### config.mk
export PLATFORM = sky130hd
export DESIGN_NAME = alu_issue_ctrl
export DESIGN_NICKNAME = d
export VERILOG_FILES = /design/src/rtl/alu_issue_ctrl_pkg.sv /design/src/rtl/alu_issue_ctrl.sv
export SDC_FILE = /design/constraint.sdc
export NUM_CORES = 1
export LEC_CHECK = 0
export ABC_CLOCK_PERIOD_IN_PS = 2420
export BUFFER_PORTS_ARGS = -buffer_cell sky130_fd_sc_hd__buf_4
export CAP_MARGIN = 20
export CORE_AREA = 3 3 214 216
export CTS_BUF_LIST = sky130_fd_sc_hd__clkbuf_16
export CTS_CLUSTER_SIZE = 25
export DETAILED_ROUTE_END_ITERATION = 10
export DIE_AREA = 0 0 217 219
export GPL_ROUTABILITY_DRIVEN = 0
export GPL_TIMING_DRIVEN = 0
export PLACE_DENSITY = 0.47
export SLEW_MARGIN = 25
export SYNTH_ARGS = -nofsm -noshare
export SYNTH_HDL_FRONTEND = slang
export SYNTH_SLANG_ARGS = --single-unit
### constraint.sdc
create_clock -name clk -period 2.42 [get_ports clk]
set_clock_uncertainty 0.2 [all_clocks]
set_input_delay 0.484 -clock clk [delete_from_list [all_inputs] [get_ports clk]]
set_output_delay 0.484 -clock clk [all_outputs]
set_load 0.02 [all_outputs]
### src/rtl/alu_issue_ctrl_pkg.sv
// Shared definitions for the ALU issue controller: FSM states and the
// select codes forwarded unchanged to the ALU's s input.
package alu_pkg;

    typedef enum logic [1:0] {
        IDLE  = 2'd0,
        ISSUE = 2'd1,
        WAIT  = 2'd2,
        RESP  = 2'd3
    } state_t;

    localparam logic [3:0] OP_ADD  = 4'b1001;
    localparam logic [3:0] OP_SUB  = 4'b0101;
    localparam logic [3:0] OP_MUL  = 4'b0111;
    localparam logic [3:0] OP_CMP  = 4'b1111;
    localparam logic [3:0] OP_AND  = 4'b0100;
    localparam logic [3:0] OP_ZERO = 4'b0000;

    localparam int unsigned SETTLE_W = 4;

    // Value loaded into the settle counter when the ALU is triggered.
    function automatic logic [SETTLE_W-1:0] settle_load(input int unsigned settle_cycles);
        return SETTLE_W'(settle_cycles - 1);
    endfunction

endpackage

### src/rtl/alu_issue_ctrl.sv
// Single-op-in-flight sequencer in front of the toggle-triggered 64-bit ALU:
// latches a request, toggles en, waits a fixed settle time, returns the result.
module alu_issue_ctrl
    import alu_pkg::*;
#(
    parameter int unsigned WIDTH         = 64,
    parameter int unsigned SETTLE_CYCLES = 2,
    parameter int unsigned CNT_W         = 16
) (
    input  logic             clk,
    input  logic             rst_n,
    input  logic             req_valid,
    output logic             req_ready,
    input  logic [3:0]       req_op,
    input  logic [WIDTH-1:0] req_a,
    input  logic [WIDTH-1:0] req_b,
    output logic             rsp_valid,
    input  logic             rsp_ready,
    output logic [WIDTH-1:0] rsp_out,
    output logic [WIDTH-1:0] rsp_mulh,
    output logic [7:0]       rsp_flag,
    output logic             busy,
    output logic [CNT_W-1:0] op_count,
    output logic [3:0]       alu_s,
    output logic             alu_en,
    output logic [WIDTH-1:0] alu_inp1,
    output logic [WIDTH-1:0] alu_inp2,
    input  logic [WIDTH-1:0] alu_out,
    input  logic [WIDTH-1:0] alu_mulh,
    input  logic [7:0]       alu_flag
);

    localparam logic [SETTLE_W-1:0] SETTLE_LOAD = settle_load(SETTLE_CYCLES);

    state_t              state_q, state_d;
    logic [SETTLE_W-1:0] cnt_q, cnt_d;

    logic             req_ready_d, busy_d, rsp_valid_d, alu_en_d;
    logic [3:0]       alu_s_d;
    logic [WIDTH-1:0] alu_inp1_d, alu_inp2_d;
    logic [WIDTH-1:0] rsp_out_d, rsp_mulh_d;
    logic [7:0]       rsp_flag_d;
    logic [CNT_W-1:0] op_count_d;

    always_comb begin
        state_d     = state_q;
        cnt_d       = cnt_q;
        alu_en_d    = alu_en;
        alu_s_d     = alu_s;
        alu_inp1_d  = alu_inp1;
        alu_inp2_d  = alu_inp2;
        rsp_valid_d = rsp_valid;
        rsp_out_d   = rsp_out;
        rsp_mulh_d  = rsp_mulh;
        rsp_flag_d  = rsp_flag;
        op_count_d  = op_count;

        case (state_q)
            IDLE: begin
                if (req_valid && req_ready) begin
                    alu_s_d    = req_op;
                    alu_inp1_d = req_a;
                    alu_inp2_d = req_b;
                    state_d    = ISSUE;
                end
            end
            ISSUE: begin
                // Operands have been stable for a full cycle; the toggle starts the ALU.
                alu_en_d = ~alu_en;
                cnt_d    = SETTLE_LOAD;
                state_d  = WAIT;
            end
            WAIT: begin
                if (cnt_q == '0) begin
                    rsp_out_d   = alu_out;
                    rsp_mulh_d  = alu_mulh;
                    rsp_flag_d  = alu_flag;
                    rsp_valid_d = 1'b1;
                    state_d     = RESP;
                end else begin
                    cnt_d = cnt_q - 1'b1;
                end
            end
            RESP: begin
                if (rsp_valid && rsp_ready) begin
                    rsp_valid_d = 1'b0;
                    op_count_d  = op_count + 1'b1;
                    state_d     = IDLE;
                end
            end
            default: state_d = IDLE;
        endcase

        // Handshake flags are registered copies of the upcoming state.
        req_ready_d = (state_d == IDLE);
        busy_d      = (state_d != IDLE);
    end

    always_ff @(posedge clk or negedge rst_n) begin
        if (!rst_n) begin
            state_q   <= IDLE;
            cnt_q     <= '0;
            req_ready <= 1'b0;
            busy      <= 1'b0;
            rsp_valid <= 1'b0;
            alu_en    <= 1'b0;
            alu_s     <= '0;
            alu_inp1  <= '0;
            alu_inp2  <= '0;
            rsp_out   <= '0;
            rsp_mulh  <= '0;
            rsp_flag  <= '0;
            op_count  <= '0;
        end else begin
            state_q   <= state_d;
            cnt_q     <= cnt_d;
            req_ready <= req_ready_d;
            busy      <= busy_d;
            rsp_valid <= rsp_valid_d;
            alu_en    <= alu_en_d;
            alu_s     <= alu_s_d;
            alu_inp1  <= alu_inp1_d;
            alu_inp2  <= alu_inp2_d;
            rsp_out   <= rsp_out_d;
            rsp_mulh  <= rsp_mulh_d;
            rsp_flag  <= rsp_flag_d;
            op_count  <= op_count_d;
        end
    end

endmodule

### After elaboration in Yosys (flattened, before gate mapping)

Cells that the tools add are included.

* memories kept: 0
* bits in latches: 0
* ROM bits: 0
* logic and storage cells: 44
* memory bits (writable): 0
* register bits: 294

* reduce and logical (&&, ||, !) cells: 13
* $mul: 0
* $add $sub $neg: 2
* divide/modulo/power cells: 0
* shift-type cells: 0
* magnitude comparators: 0
* bitwise operators: 1
* equality and inequality tests: 6
* muxes and demuxes: 9

Operator list (number)
* $add 16x1->16 const B: 1
* $pmux 2 s4: 1
* $pmux 4 s2: 1
* $reduce_and 2->1: 4
* $mux 2: 3
* $ne 2x2->1 const B: 3
* $reduce_bool 2->1: 3
* $eq 2x2->1 const B: 2
* $logic_not 2->1: 2
* $logic_not 4->1: 1
* $mux 4: 1
* $sub 4x1->4 const B: 1
* $reduce_and 3->1: 1
* $eq 2x1->1 const B: 1
* $logic_and 1x1->1: 2
* $mux 1: 2
* $pmux 1 s2: 1
* $not 1->1: 1

### Logic depth before layout (Yosys ltp)

* depth after elaboration: 4
* gate-level depth with buffers: 7

### Worst setup path after synthesis

No wires, ideal clock.

* path kind: register -> register
* start point: reg cnt_q[0]
* end point: reg rsp_flag[0]
* library setup time: 0.125 ns
* slack: 0.452 ns
* stages on the path, launching flop included: 8
* arrival: 1.643 ns
* cells stage by stage: dfrtp_1 > inv_1 > ha_1 > nor3b_4 > nand3b_2 > buf_6 > buf_6 > mux2_4

* word-level cells in the longest chain between the ends: 2

Ends and longest elaborated chain
* start, declared: RTL line alu_issue_ctrl.sv:36 `logic [SETTLE_W-1:0] cnt_q, cnt_d;`
* start signal, assigned: RTL line alu_issue_ctrl.sv:116 `cnt_q <= cnt_d;`
* $logic_not 4->1: RTL line alu_issue_ctrl.sv:74 `if (cnt_q == '0) begin`
* $reduce_and 2->1 (no source line)
* end signal, assigned: RTL line alu_issue_ctrl.sv:126 `rsp_flag <= rsp_flag_d;`
* end, declared: RTL line alu_issue_ctrl.sv:21 `output logic [7:0] rsp_flag,`

No other way between the ends.
A chain may end at the register's enable or synchronous reset.

### Worst setup path in the final report

* start point: reg state_q[1]
* end point: reg alu_inp1[55]

* word-level cells in the longest chain between the ends: 2

Ends and longest elaborated chain
* start, declared: RTL line alu_issue_ctrl.sv:35 `state_t state_q, state_d;`
* start signal, assigned: RTL line alu_issue_ctrl.sv:115 `state_q <= state_d;`
* $logic_not 2->1: RTL line alu_issue_ctrl.sv:58 `case (state_q)`
* $reduce_and 2->1 (no source line)
* end signal, assigned: RTL line alu_issue_ctrl.sv:122 `alu_inp1 <= alu_inp1_d;`
* end, declared: RTL line alu_issue_ctrl.sv:26 `output logic [WIDTH-1:0] alu_inp1,`

No other way between the ends.

==> summary.md <==
| Metric | Value |
|---|---|
| Status | `finished, final reports clean` |
| Cell Count, Final, Fillers Out | `2157` |
| R2R Setup Slk | `160 ps` |
| RR Endpoint | `alu_inp1[55]` |
| Mapped Area | `11600 µm²` |
| FF+latch count, synth | `294` |
| Max-cap viol count | `0` |
| HPWL after DPL | `28900 µm` |
| Post-synthesis net count | `950` |
| Slew Viols, Final | `0` |
| Final instance area | `20400 µm²` |
| Max Clock Freq | `442 MHz` |
| RSZ-0062 raised after global routing | `no` |
| Initial core utilization | `26.2%` |
| Die width | `217 µm` |
| Filler Cell Count | `4047` |
| Endpoint arrival time on the critical path | `2450 ps` |
| H-tree depth | `2` |
| Final wirelength | `39700 µm` |
| DR WL/cell | `18.4 µm` |
| Area of the multi-input gates | `3910 µm²` |
| Die H | `219 µm` |
| GRT Total Usage | `16.2%` |
| Hold/Removal Path Class | `in2reg` |
| Peak supply drop | `657 µV` |
| Clk root buf | `clkbuf_16` |
| Final setup vio count | `0` |
| Synth Area per Inst | `17.1 µm²` |
| Die area | `47500 µm²` |
| Inserted Diodes | `0` |
| Synth area leaders | `dfrtp_1 (64%), mux2_4 (13%), mux2_2 (12%)` |
| Sink Count | `294` |
| # DRC | `0` |
| First-iteration detailed-routing DRC count | `341` |
| Gate Count Post-Synth | `675` |
| Post-route setup slack | `158 ps` |
| Largest net degree at the start of global routing | `84` |
| Tcrit/Tclk final | `93.5%` |
| Initial antenna violation count | `0` |
| Global route overflow | `0` |
| Slew Limit Headroom | `61.6%` |
| Area leader, netlist | `dfrtp_1` |
| Post-route setup TNS | `0 ps` |
| Top_reg_cell synth | `dfrtp_1` |
| Power Density | `1250 nW/µm²` |
| CP Max Fanout | `10` |
| Clk_lat worst skew | `530 ps` |
| Hold path depth | `5` |
| LEAKAGE | `10.2 nW` |
| Vias | `8852` |
| Vias/cell | `4.10` |
| Yosys warning total | `0` |
| CP Capture Type | `flop` |
| Hold EP | `op_count[1]` |
| Worst R2R Path Depth | `7` |
| Sequential area share after synthesis | `63.6%` |
| Worst EP required | `2610 ps` |
| Worst hold slack | `147 ps` |
| Final hold vios | `0` |
| Placed cells | `1829` |
| Worst r2r src | `state_q[1]` |
| Post-synth top area share | `63.6%` |
| Share of flip-flops with an asynchronous set or reset | `100%` |
| Core area | `44100 µm²` |
| Post-cts sizing count | `0` |
| Detailed Routing Iterations Pass 1 | `4` |
| Ports | `560` |
| Placed Area | `16600 µm²` |
| ANT nets after route | `0` |
| Distinct cell type count after synthesis | `34` |
| Hold path start | `rsp_ready` |
| Worst-Margin Slew | `576 ps` |
| Port Buf Inserts | `559` |
| Place WS | `96.5 ps` |
| CP Launch Type | `flop` |
| CTS Buf Count | `36` |
| Clk slew on worst S/H paths | `60 ps` |
| CTS Buffer Depth | `3` |
| Layout cells sized above 1 | `55.1%` |
| CTS tree | `built` |
| Via count of the first global-routing pass | `9634` |
| Min Tclk post-route | `2260 ps` |
| Area delta synth->final | `76.2%` |
| Final net count | `1819` |
| Row count | `77` |
| First-pass GRT wire length | `59400 µm` |
| Critical path type | `reg2reg` |
| Number of synthesized flops with an enable pin | `0` |
| Register area | `7360 µm²` |
==> cell usage in the layout (no fill, tap or decap), drive strengths merged, types with 4 or more instances in the layout <==
| cell | count |
|---|---|
| nand2 | 16 |
| xor2 | 4 |
| nor2 | 6 |
| nand4 | 4 |
| clkbuf | 38 |
| inv | 13 |
| clkinv | 10 |
| dfrtp | 294 |
| nor3 | 6 |
| mux2 | 268 |
| dlygate4sd3 | 269 |
| xnor2 | 12 |
| buf | 593 |
==> layer usage <==
layer	vias up	wire length, µm	GRT usage (%)
met2	284	20500	28.7
met5	-	0	0
met4	0	1360	5.94
met1	4369	15300	18.8
met3	74	2540	4.36
li1	4125	-	-
==> worst max-delay path: stages (launching register included) <==
cell	delay [ps]
dfrtp_1	350
buf_4	160
nor2_1	180
and3_1	170
buf_2	290
buf_6	230
buf_6	180
mux2_1	340
==> power by group <==
| group | switching [mW] | total, mW | internal, mW |
|---|---|---|---|
| clock | 2.07 | 5.14 | 3.07 |
| sequential | 1.28 | 8.49 | 7.20 |
| combinational | 5.78 | 11.9 | 6.14 |
==> stage by stage <==
stage / total power [mW] / util [%]
2_1_floorplan: 14.9 / -
3_3_place_gp: 20.1 / 37.4
3_5_place_dp: 20.2 / 37.6
4_1_cts: 26.0 / 46.2
5_1_grt: 26.9 / 46.2
6_report: 25.5 / 46.2
==> registers in the layout, summed over array words and instances (netlist names) <==
signal and flops:
alu_s 4, cnt_q 4, alu_inp1 64, busy 1, rsp_out 64, alu_en 1, rsp_mulh 64, alu_inp2 64
op_count 16, rsp_flag 8, rsp_valid 1, state_q 2, req_ready 1
==> synth_stat cells (all sizes together), types with 3 or more instances <==
| cell type | n |
|---|---|
| buf | 31 |
| nand3 | 3 |
| dfrtp | 294 |
| xnor2 | 12 |
| inv | 3 |
| nor2 | 6 |
| mux2 | 268 |
| xor2 | 4 |
| a21oi | 3 |
| nor3 | 6 |
| ha | 3 |
| and4 | 3 |
| nand2 | 16 |
| nand4 | 4 |
==> worst max-delay path by stage <==
stage / startpoint / endpoint / cells after the start
after floorplan: cnt_q[0] / rsp_flag[0] / 7
after global placement: rst_n / alu_inp2[10] / 1
after detailed placement: state_q[1] / alu_inp1[60] / 7
after CTS: state_q[1] / alu_inp1[19] / 7
after global routing: state_q[1] / alu_s[0] / 7
final: state_q[1] / alu_inp1[55] / 7
==> layout make-up <==
type	instances	share of cell area, %
clock inverter	22	0.853
buffer	32	1.44
tap	592	3.63
inverter	4	0.0736
sequential	294	36.1
timing repair buffer	831	34.2
clock buffer	37	4.54
multi-input combinational	345	19.2
==> repair_timing <==
item | CTS | global route
setup buffers | 0 | 0
hold buffers | 269 | 0
endpoints found under the setup margin | 0 | 0
hold endpoints to repair | 334 | 0
==> cells by family after synthesis <==
kind of cell | count (synthesis) | share of synthesized area (%)
xor gates and xnor gates | 16 | 1.21
adders and majority gates | 3 | 0.324
muxes | 269 | 29.4
AOI/OAI and AO/OA | 11 | 0.595
buffers and inverters | 36 | 2.66
DFF | 294 | 63.6
and+or+nand+nor | 46 | 2.23
Power figures use the tool's default switching activity.
